File: config.mk
export PLATFORM = sky130hd
export DESIGN_NAME = moore_seq_detector
export DESIGN_NICKNAME = d
export VERILOG_FILES = /design/src/rtl/moore_pkg.sv /design/src/rtl/moore_seq_next.sv /design/src/rtl/moore_seq_detector.sv
export SDC_FILE = /design/constraint.sdc
export NUM_CORES = 1
export LEC_CHECK = 0
export CAP_MARGIN = 5
export CORE_UTILIZATION = 45
export CTS_BUF_LIST = sky130_fd_sc_hd__clkbuf_8
export DETAILED_ROUTE_END_ITERATION = 12
export GPL_ROUTABILITY_DRIVEN = 0
export PLACE_DENSITY = 0.69
export SKIP_CTS_REPAIR_TIMING = 1
export SYNTH_ARGS = -nofsm -noshare
export SYNTH_HDL_FRONTEND = slang
export SYNTH_SLANG_ARGS = --single-unit
File: constraint.sdc
create_clock -name clk -period 3.11 [get_ports clk]
set_clock_uncertainty 0.05 [all_clocks]
set_input_delay 0.4665 -clock clk [delete_from_list [all_inputs] [get_ports clk]]
set_output_delay 0.4665 -clock clk [all_outputs]
set_load 0.02 [all_outputs]
File: src/rtl/moore_pkg.sv
// rtl/moore_pkg.sv - shared types and constants for the Moore sequence detector
package moore_pkg;

  // Match mode: overlapping keeps the matched history after a hit,
  // non-overlapping restarts from an empty history.
  typedef enum logic {
    MODE_NONOVERLAP = 1'b0,
    MODE_OVERLAP    = 1'b1
  } mode_e;

  localparam logic [3:0] DEFAULT_PATTERN = 4'b1011;

  // States S0..SN need clog2(N+1) bits.
  function automatic int state_w(input int n);
    return $clog2(n + 1);
  endfunction

endpackage

File: src/rtl/moore_seq_next.sv
// rtl/moore_seq_next.sv - combinational next-state (prefix fallback) for the detector
//   state     : current matched-prefix length k
//   x         : incoming serial bit
//   pattern   : pattern, bit [PATTERN_W-1] expected first
//   mode      : overlap / non-overlap
//   state_nxt : longest prefix of pattern that is a suffix of (prefix_k', x)
module moore_seq_next
  import moore_pkg::*;
#(
  parameter int PATTERN_W = 4
) (
  input  logic [state_w(PATTERN_W)-1:0] state,
  input  logic                          x,
  input  logic [PATTERN_W-1:0]          pattern,
  input  mode_e                         mode,
  output logic [state_w(PATTERN_W)-1:0] state_nxt
);

  localparam int N  = PATTERN_W;
  localparam int SW = state_w(PATTERN_W);

  always_comb begin : next_calc
    int ks;
    int kp;
    logic [N-1:0] cand;
    logic [N-1:0] pref;
    logic [N-1:0] mask;

    ks = int'(state);
    // Illegal encodings and a completed non-overlap match both restart
    // from an empty history.
    if (ks > N) begin
      kp = 0;
    end else if (mode == MODE_NONOVERLAP && ks == N) begin
      kp = 0;
    end else begin
      kp = ks;
    end

    // cand holds the first kp pattern bits followed by x, right-aligned so
    // bit 0 is the newest bit. Bits above kp are zero and masked below.
    cand = ((pattern >> (N - kp)) << 1) | {{(N-1){1'b0}}, x};

    state_nxt = '0;
    pref      = '0;
    mask      = '0;
    // Ascending scan: the last qualifying j is the longest fallback.
    for (int j = 1; j <= N; j++) begin
      pref = pattern >> (N - j);
      mask = {N{1'b1}} >> (N - j);
      if (j <= kp + 1 && ((cand ^ pref) & mask) == '0) begin
        state_nxt = j[SW-1:0];
      end
    end
  end

endmodule

File: src/rtl/moore_seq_detector.sv
// rtl/moore_seq_detector.sv - runtime-loadable Moore serial pattern detector with match counter
//   clk, rst            : clock, asynchronous active-high reset
//   en, x               : sample enable and serial bit
//   pat_load, pat_in,
//   ovl_in              : synchronous load of pattern and match mode
//   cnt_clr             : synchronous clear of match_cnt
//   y                   : high while in the full-match state
//   match_cnt           : saturating match count
//   state_o             : matched-prefix length
module moore_seq_detector
  import moore_pkg::*;
#(
  parameter int                   PATTERN_W = 4,
  parameter logic [PATTERN_W-1:0] PATTERN   = DEFAULT_PATTERN,
  parameter bit                   OVERLAP   = 1'b1,
  parameter int                   CNT_W     = 8
) (
  input  logic                          clk,
  input  logic                          rst,
  input  logic                          en,
  input  logic                          x,
  input  logic                          pat_load,
  input  logic [PATTERN_W-1:0]          pat_in,
  input  logic                          ovl_in,
  input  logic                          cnt_clr,
  output logic                          y,
  output logic [CNT_W-1:0]              match_cnt,
  output logic [state_w(PATTERN_W)-1:0] state_o
);

  localparam int              SW     = state_w(PATTERN_W);
  localparam logic [SW-1:0]   S_FULL = SW'(PATTERN_W);

  logic [PATTERN_W-1:0] pattern_q;
  mode_e                mode_q;
  logic [SW-1:0]        state_q;
  logic [SW-1:0]        state_nxt;
  logic                 state_bad;
  logic                 hit;

  moore_seq_next #(
    .PATTERN_W (PATTERN_W)
  ) u_next (
    .state     (state_q),
    .x         (x),
    .pattern   (pattern_q),
    .mode      (mode_q),
    .state_nxt (state_nxt)
  );

  assign state_bad = (state_q > S_FULL);
  assign hit       = en && !state_bad && (state_nxt == S_FULL);
  assign state_o   = state_q;

  // y is registered alongside the state so it always equals (state_q == SN).
  always_ff @(posedge clk or posedge rst) begin
    if (rst) begin
      pattern_q <= PATTERN;
      mode_q    <= mode_e'(OVERLAP);
      state_q   <= '0;
      y         <= 1'b0;
      match_cnt <= '0;
    end else if (pat_load) begin
      pattern_q <= pat_in;
      mode_q    <= mode_e'(ovl_in);
      state_q   <= '0;
      y         <= 1'b0;
      match_cnt <= '0;
    end else begin
      if (state_bad) begin
        state_q <= '0;
        y       <= 1'b0;
      end else if (en) begin
        state_q <= state_nxt;
        y       <= (state_nxt == S_FULL);
      end

      if (cnt_clr) begin
        match_cnt <= '0;
      end else if (hit && match_cnt != {CNT_W{1'b1}}) begin
        match_cnt <= match_cnt + 1'b1;
      end
    end
  end

endmodule

==> results.rst, run 1 <==
.. list-table::
   :header-rows: 1

   * - Metric
     - Value
   * - Status
     - finished, final reports clean
   * - Share of async-settable or async-resettable flops after synthesis
     - 100%
   * - Number of register bits inferred by synthesis
     - 17
   * - Critical R2R Launch
     - state_o[2]$_DFFE_PP0P_
   * - Nets in the synthesized netlist
     - 160
   * - Number of slew-limit violations in the final report
     - 0
   * - Row cnt
     - 19
   * - Synth Warn #
     - 0
   * - Flip-flop cell with the highest count after synthesis
     - dfrtp_1
   * - Floorplan die width
     - 57 µm
   * - Type of the most critical hold path
     - flip-flop to flip-flop
   * - Startpoint type of the worst setup path
     - flip-flop
   * - Distinct cells, synth
     - 53
   * - Setup crit end kind
     - flip-flop
   * - Crit path arrival time
     - 2800 ps
   * - Vias in the first global route
     - 1094
   * - Leading post-synthesis cells by cell area
     - dfrtp_1 24%, dfstp_2 7.7%, ha_1 4.6%
   * - Unrepaired setup endpoints after global routing
     - false
   * - Iteration count of the initial detailed-routing pass
     - 4
   * - Pleak
     - 0.700 nW
   * - # IOs
     - 23
   * - Proportion of synthesized chip area in sequential cells
     - between 30% and 40%
   * - Worst reg2reg path depth
     - 10
   * - Total Routed Length
     - 2.95 mm
   * - Detailed placer's ending HPWL
     - 2.19 mm
   * - Worst Path Required
     - 3200 ps
   * - Pin count of the biggest net entering global routing
     - 18
   * - Area of the placeable core
     - around 2800 µm²
   * - Number of enable-type register cells in the synthesized netlist
     - 0
   * - Cells traversed along the worst timing path
     - nand2b_1, ha_1, mux2i_1, mux2_4, nor3_1, nand3b_2, nor3_4, buf_4, a31oi_1, a41o_1
   * - Total number of H-tree levels
     - 1
   * - Clk Tree Root Cell
     - clkbuf_8
   * - Number of max-capacitance violations reported
     - 0
   * - Final min period
     - 2710 ps
   * - First-pass GRT wire length
     - ~5.1 mm
   * - Final layout net count
     - 180
   * - DRT iter0 DRCs
     - 57
   * - Clock latency on the worst-skew pair
     - 250 ps
   * - Top cell type's share of synthesized area
     - 23.9%
   * - PortBufs
     - 22
   * - Final number of setup-violating endpoints
     - 0
   * - Worst setup path class
     - flip-flop to flip-flop
   * - Number of DRC violations after detailed routing
     - 0
   * - Hold Crit Endpoint
     - match_cnt[7]$_DFFE_PP0P_
   * - Wire per inst
     - roughly 15 µm
   * - Fraction of layout instances using a drive strength above 1
     - about 18%
   * - Min setup slack post-route
     - 404 ps
   * - Total Die Area
     - 3250 µm²
   * - Count of vias placed by the detailed router
     - 1140
   * - Post-synthesis cell type with the largest combined area
     - dfrtp_1
   * - Antenna Violating Nets Remaining
     - 0
   * - Starting density of the core
     - 48.5%
   * - Area grow syn2layout
     - 19.5%
   * - Final hold viol count
     - 0
   * - Hold Path Cell Cnt
     - 2
   * - Worst-path clk slew
     - 70 ps
   * - Global route overflow
     - 0
   * - Clk sinks
     - 17
   * - IR drop worst, VDD
     - 325 µV
   * - Average cell area after synthesis
     - around 9.5 µm²
   * - Worst hold path startpoint
     - match_cnt[7]$_DFFE_PP0P_
   * - Area of all placed cells without fillers
     - 1630 µm²
   * - PwrDens
     - between 300 and 400 nW/µm²
   * - Tot GR Track Use
     - 19.8%
   * - Destination of the worst register-to-register timing path
     - match_cnt[6]$_DFFE_PP0P_
   * - Cells after Synth
     - 144
   * - Post-place setup slack
     - 411 ps
   * - CP max stage delay
     - 450 ps
   * - Crit-path max FO
     - 14
   * - Diode count
     - 0
   * - Total CTS buffers
     - 3
   * - Rel. slew slack
     - 57.2%
   * - Maximum clock frequency
     - 370 MHz
   * - Setup TNS Final
     - 0 ps
   * - Worst-margin pin slew
     - ~640 ps
   * - Worst reg2reg setup slack
     - 400 ps
   * - CTS Buffer Depth
     - 2
   * - Antenna violations before repair
     - 0
   * - Syn Std Cell Area
     - 1360 µm²
   * - Clock tree from TritonCTS
     - yes
   * - Die H
     - roughly 57 µm
   * - Total cell area at the placement stage
     - 1580 µm²
   * - Detail-routed via count per cell
     - 5.88
   * - Critical-path cell with the highest stage delay
     - dfrtp_1
   * - Post-route clock period utilization
     - 87.0%
==> registers in the layout (all words and copies together), names as in the netlist <==
register   count
pattern_q      4
state_o        3
mode_q         1
y              1
match_cnt      8
==> critical path: cells and delay by family, from the launching register on <==
family | cells | cell delay (ps)
AO/OA/AOI/OAI | 2 | 310
adder cells (fa/ha/maj) | 1 | 370
buffers and inverters | 1 | 220
flip-flops | 1 | 450
multiplexers | 2 | 480
AND/OR/NAND/NOR | 4 | 710
==> through the flow <==
| stage | total power [mW] | hold WS [ps] | cells | util [%] |
|---|---|---|---|---|
| final | 0.565 | 528 | 194 | 58.0 |
| after floorplan | 0.363 | 340 | 144 | - |
| after detailed placement | 0.403 | 514 | 190 | 56.4 |
| after global placement | 0.400 | 507 | 190 | 56.4 |
| after global routing | 0.594 | 575 | 194 | 58.0 |
| after CTS | 0.567 | 527 | 194 | 58.0 |
==> area by class of cell <==
cell class,count,area [µm²]
Clock buffer,3,41.3
Clock inverter,1,3.75
Fill cell,260,1180
Inverter,7,28.8
Multi-Input combinational cell,110,841
Sequential cell,17,430
Tap cell,31,38.8
Timing Repair Buffer,25,243
==> placed cells by master (no fill, tap or decap), types with 2 or more instances in the layout <==
cell | Yosys | routed
clkdlybuf4s50_1 | 0 | 22
dfrtp_1 | 13 | 13
a21oi_1 | 8 | 8
inv_1 | 6 | 7
nand2_1 | 7 | 7
nor2b_1 | 6 | 6
o21ai_0 | 6 | 6
nor2_1 | 6 | 6
mux2i_1 | 5 | 5
a31oi_1 | 5 | 5
mux2_2 | 5 | 5
ha_1 | 5 | 5
nand3_1 | 4 | 4
nand2b_1 | 4 | 4
xnor2_1 | 4 | 4
dfstp_2 | 4 | 4
nor3_1 | 3 | 3
xor2_1 | 3 | 3
clkbuf_8 | 0 | 3
buf_4 | 0 | 3
and4_1 | 2 | 2
mux2_4 | 2 | 2
nand4_1 | 2 | 2
a31o_2 | 2 | 2
and3_1 | 2 | 2
nor4_1 | 2 | 2
o32ai_1 | 2 | 2
o21a_1 | 2 | 2
==> report_power, final <==
group	switching (mW)	leakage, nW	internal, mW
Sequential	0.0171	0.221	0.234
Clock	0.0759	0.0269	0.0877
Combinational	0.0787	0.452	0.0713
==> synthesized netlist by cell type (2+ instances only) <==
cell type and count:
nor3_1 3, and3_1 2, dfstp_2 4, o21a_1 2, o21ai_0 6, a31o_2 2, nor4_1 2, nor2_1 6
inv_1 6, nand3_1 4, dfrtp_1 13, nand4_1 2, ha_1 5, xor2_1 3, nand2b_1 4, o32ai_1 2
buf_6 3, nor2b_1 6, a21oi_1 8, mux2_4 2, mux2i_1 5, and4_1 2, a31oi_1 5, mux2_2 5
xnor2_1 4, clkbuf_1 5, nand2_1 7
==> worst max-delay path by stage <==
stage | start | to | slack [ps]
after global placement | state_o[2]$_DFFE_PP0P_ | match_cnt[6]$_DFFE_PP0P_ | 510
after floorplan | state_o[0]$_DFFE_PP0P_ | match_cnt[5]$_DFFE_PP0P_ | 460
after detailed placement | state_o[2]$_DFFE_PP0P_ | match_cnt[6]$_DFFE_PP0P_ | 410
after global routing | state_o[2]$_DFFE_PP0P_ | match_cnt[6]$_DFFE_PP0P_ | 220
final | state_o[2]$_DFFE_PP0P_ | match_cnt[6]$_DFFE_PP0P_ | 400
after CTS | state_o[2]$_DFFE_PP0P_ | match_cnt[6]$_DFFE_PP0P_ | 400
==> kinds of logic after synthesis <==
logic type                 Yosys count  synth area share [%]
buffers and inverters               17                  6.62
muxes                               12                  10.0
AOI/OAI and AO/OA                   37                  18.8
DFF                                 17                  31.6
and+or+nand+nor                     48                  21.8
adders and majority gates            5                  4.60
xor gates and xnor gates             8                  6.53
==> per-layer routing <==
layer / part of all wire (%) / up-vias / global-route usage [%]
li1: - / 562 / -
met1: 49 / 545 / 28.1
met2: 46 / 27 / 30.4
met3: 3.7 / 6 / 4.76
met4: 1.2 / 0 / 5.57
met5: 0 / - / 0
(Power assumes the default switching activity.)
==> inputs of run 2 (changes only) <==
CELL_PAD_IN_SITES_DETAIL_PLACEMENT = 1   (was default)
CELL_PAD_IN_SITES_GLOBAL_PLACEMENT = 1   (was default)
PLACE_DENSITY = default   (was 0.69)
PLACE_DENSITY_LB_ADDON = 0.1   (was default)
clock period = 3.4 ns   (was 3.11 ns; I/O delays follow)
==> run 2 against run 1 <==
The flow now finishes with violations (design-rule violations). Die area unchanged. Design area fell by 0.85%. Utilization fell by 0.49 points. Flip-flop and latch count stayed put. Count of clock-buffer cells in the layout unchanged. Critical path type unchanged. Largest cell class unchanged.
==> results.rst, run 2 (same netlist as run 1, synthesis figures left out) <==
.. list-table::
   :header-rows: 1

   * - Metric
     - Value
   * - Status
     - finished, violations left
   * - Failing checks
     - design-rule violations
   * - Most frequent standard cell in the layout excluding fill and tap cells
     - clkdlybuf4s50_1
   * - Row cnt
     - 19 (unchanged)
   * - Leading cell types in the layout, fill and taps excluded
     - 22 x clkdlybuf4s50_1, 13 x dfrtp_1, 8 x a21oi_1, 7 x nand2_1
   * - Max FFs per register
     - 8 (unchanged)
   * - Total CTS buffers
     - 3 (unchanged)
   * - Area of the placeable core
     - 2810 µm² (unchanged)
   * - Global route overflow
     - 0 (unchanged)
   * - Floorplan die width
     - 57 µm (unchanged)
   * - Final hold viol count
     - 0 (unchanged)
   * - Final hold slack
     - 548 ps (+19.8 ps)
   * - Number of slew-limit violations in the final report
     - 0 (unchanged)
   * - Internal
     - 0.359 mW (-8.7%)
   * - Final min period
     - 3200 ps (+493 ps)
   * - Total Die Area
     - 3250 µm² (unchanged)
   * - Crit-path max FO
     - 14 (unchanged)
   * - DRT iter0 DRCs
     - 40 (-30%)
   * - Fraction of layout instances using a drive strength above 1
     - 17.4% (-0.40 points)
   * - Antenna Violating Nets Remaining
     - 0 (unchanged)
   * - Clock latency on the worst-skew pair
     - 250 ps (about the same)
   * - Worst reg2reg setup slack
     - 200 ps (-200 ps)
   * - Hold Path Cell Cnt
     - 2 (unchanged)
   * - Worst setup path class
     - flip-flop to flip-flop
   * - Total Routed Length
     - 3.31 mm (+12%)
   * - Detail-routed via count per cell
     - 6.07 (+3.3%)
   * - Type of the most critical hold path
     - flip-flop to flip-flop
   * - Die H
     - 57 µm (unchanged)
   * - Sequential cell fraction of total power
     - 44.1% (-0.4 points)
   * - Min setup slack post-route
     - 201 ps (-203 ps)
   * - # IOs
     - 23 (unchanged)
   * - Clk Tree Root Cell
     - clkbuf_8
   * - Worst reg2reg path depth
     - 9 (-1)
   * - PortBufs
     - 22 (unchanged)
   * - Diode count
     - 0 (unchanged)
   * - Clock tree from TritonCTS
     - yes
   * - Switching share of power
     - 31.2% (+0.79 points)
   * - Number of max-capacitance violations reported
     - 0 (unchanged)
   * - Post-place setup slack
     - 286 ps (-125 ps)
   * - Critical R2R Launch
     - state_o[2]$_DFFE_PP0P_
   * - Startpoint type of the worst setup path
     - flip-flop
   * - Relative contribution of combinational cells to total power
     - 26.2% (-0.4 points)
   * - Psw
     - 0.163 mW (-5.2%)
   * - Crit path arrival time
     - 3290 ps (+490 ps)
   * - Detailed placer's ending HPWL
     - 2.48 mm (+13%)
   * - Vias in the first global route
     - 1189 (+8.7%)
   * - Starting density of the core
     - 48.5% (unchanged)
   * - Number of DRC violations after detailed routing
     - 2 (+2)
   * - Area grow syn2layout
     - 18.5%
   * - Hold Crit Endpoint
     - match_cnt[1]$_DFFE_PP0P_
   * - Maximum clock frequency
     - 313 MHz (-15%)
   * - Rel. slew slack
     - 56.4% (-0.73 points)
   * - Share of the core filled with cells
     - 57.5% (-0.49 points)
   * - Worst hold path startpoint
     - match_cnt[1]$_DFFE_PP0P_
   * - Wire per inst
     - 17.3 µm (+13%)
   * - CTS Buffer Depth
     - 2 (unchanged)
   * - First-pass GRT wire length
     - 5.54 mm (+9.6%)
   * - Worst-margin pin slew
     - 653 ps (+10.9 ps)
   * - Final number of setup-violating endpoints
     - 0 (unchanged)
   * - Unrepaired setup endpoints after global routing
     - false
   * - Total number of H-tree levels
     - 1 (unchanged)
   * - Setup crit end kind
     - flip-flop
   * - PwrDens
     - 323 nW/µm² (-6.9%)
   * - Tot GR Track Use
     - 21.9% (+2.1 points)
   * - Post-route clock period utilization
     - 94.1% (+7.1 points)
   * - Antenna violations before repair
     - 0 (unchanged)
   * - IR drop worst, VDD
     - 188 µV (-42%)
   * - Final layout net count
     - 178 (-1.1%)
   * - Clk pwr share
     - 29.6% (+0.7 points)
   * - Register with the most flip-flops
     - match_cnt
   * - Pin count of the biggest net entering global routing
     - 18 (unchanged)
   * - Setup TNS Final
     - 0 ps (unchanged)
   * - Destination of the worst register-to-register timing path
     - match_cnt[2]$_DFFE_PP0P_
   * - Count of vias placed by the detailed router
     - 1166 (+2.3%)
   * - Clk sinks
     - 17 (unchanged)
   * - Worst-path clk slew
     - 70 ps (about the same)
   * - Worst Path Required
     - 3490 ps (+290 ps)
   * - Iteration count of the initial detailed-routing pass
     - 8 (+4)
   * - Pleak
     - 0.689 nW (-1.6%)
[run 2: cell count changes in the layout (fill, tap and decap cells not counted), sizes merged]
cell / delta
buf: -2
clkinv: +1
inv: -1
[run 2: per-layer routing]
layer  vias to the layer above  track usage (%)  share of wire, %
met5                         -                0                 0
met4                         0             5.23              0.63
met3                         4             2.72               2.7
met1                       580             28.9                48
li1                        560                -                 -
met2                        22             38.3                49
[run 2: area by class of cell]
type,instances,area [µm²]
clock buffer,3,41.3
fill,322,1190
timing repair buffer,23,228
inverter,7,28.8
clock inverter,1,5.00
tap,31,38.8
multi-input combinational,110,841
sequential,17,430
[run 2: how the worst max path moves through the flow]
stage	endpoint	slack, ps	start
floorplan	match_cnt[5]$_DFFE_PP0P_	750	state_o[0]$_DFFE_PP0P_
global placement	match_cnt[6]$_DFFE_PP0P_	460	state_o[2]$_DFFE_PP0P_
detailed placement	match_cnt[6]$_DFFE_PP0P_	290	state_o[2]$_DFFE_PP0P_
CTS	match_cnt[6]$_DFFE_PP0P_	200	state_o[2]$_DFFE_PP0P_
global route	match_cnt[6]$_DFFE_PP0P_	5	state_o[2]$_DFFE_PP0P_
finish	match_cnt[2]$_DFFE_PP0P_	200	state_o[2]$_DFFE_PP0P_
[run 2: power groups by stage]
stage	logic, mW	clock network [mW]	registers [mW]
after floorplan	0.108	0	0.224
after global placement	0.131	0	0.232
after detailed placement	0.135	0	0.234
after CTS	0.137	0.159	0.230
after global routing	0.150	0.165	0.232
final	0.137	0.155	0.230
[run 2: critical path, stage by stage, from the launching register on]
cell and delay (ps):
dfrtp_1 450, nand2b_1 230, ha_1 560, mux2i_1 360
mux2_4 220, nor3_1 50, nand3b_2 260, nor3_4 520
a21oi_1 140, a31o_2 230
[run 2: metrics by stage]
step           std cells  area, µm²  total power, mW
5_1_grt              192       1610            0.547
3_5_place_dp         188       1570            0.369
2_1_floorplan        144       1360            0.332
4_1_cts              192       1610            0.525
3_3_place_gp         188       1570            0.363
6_report             192       1610            0.522
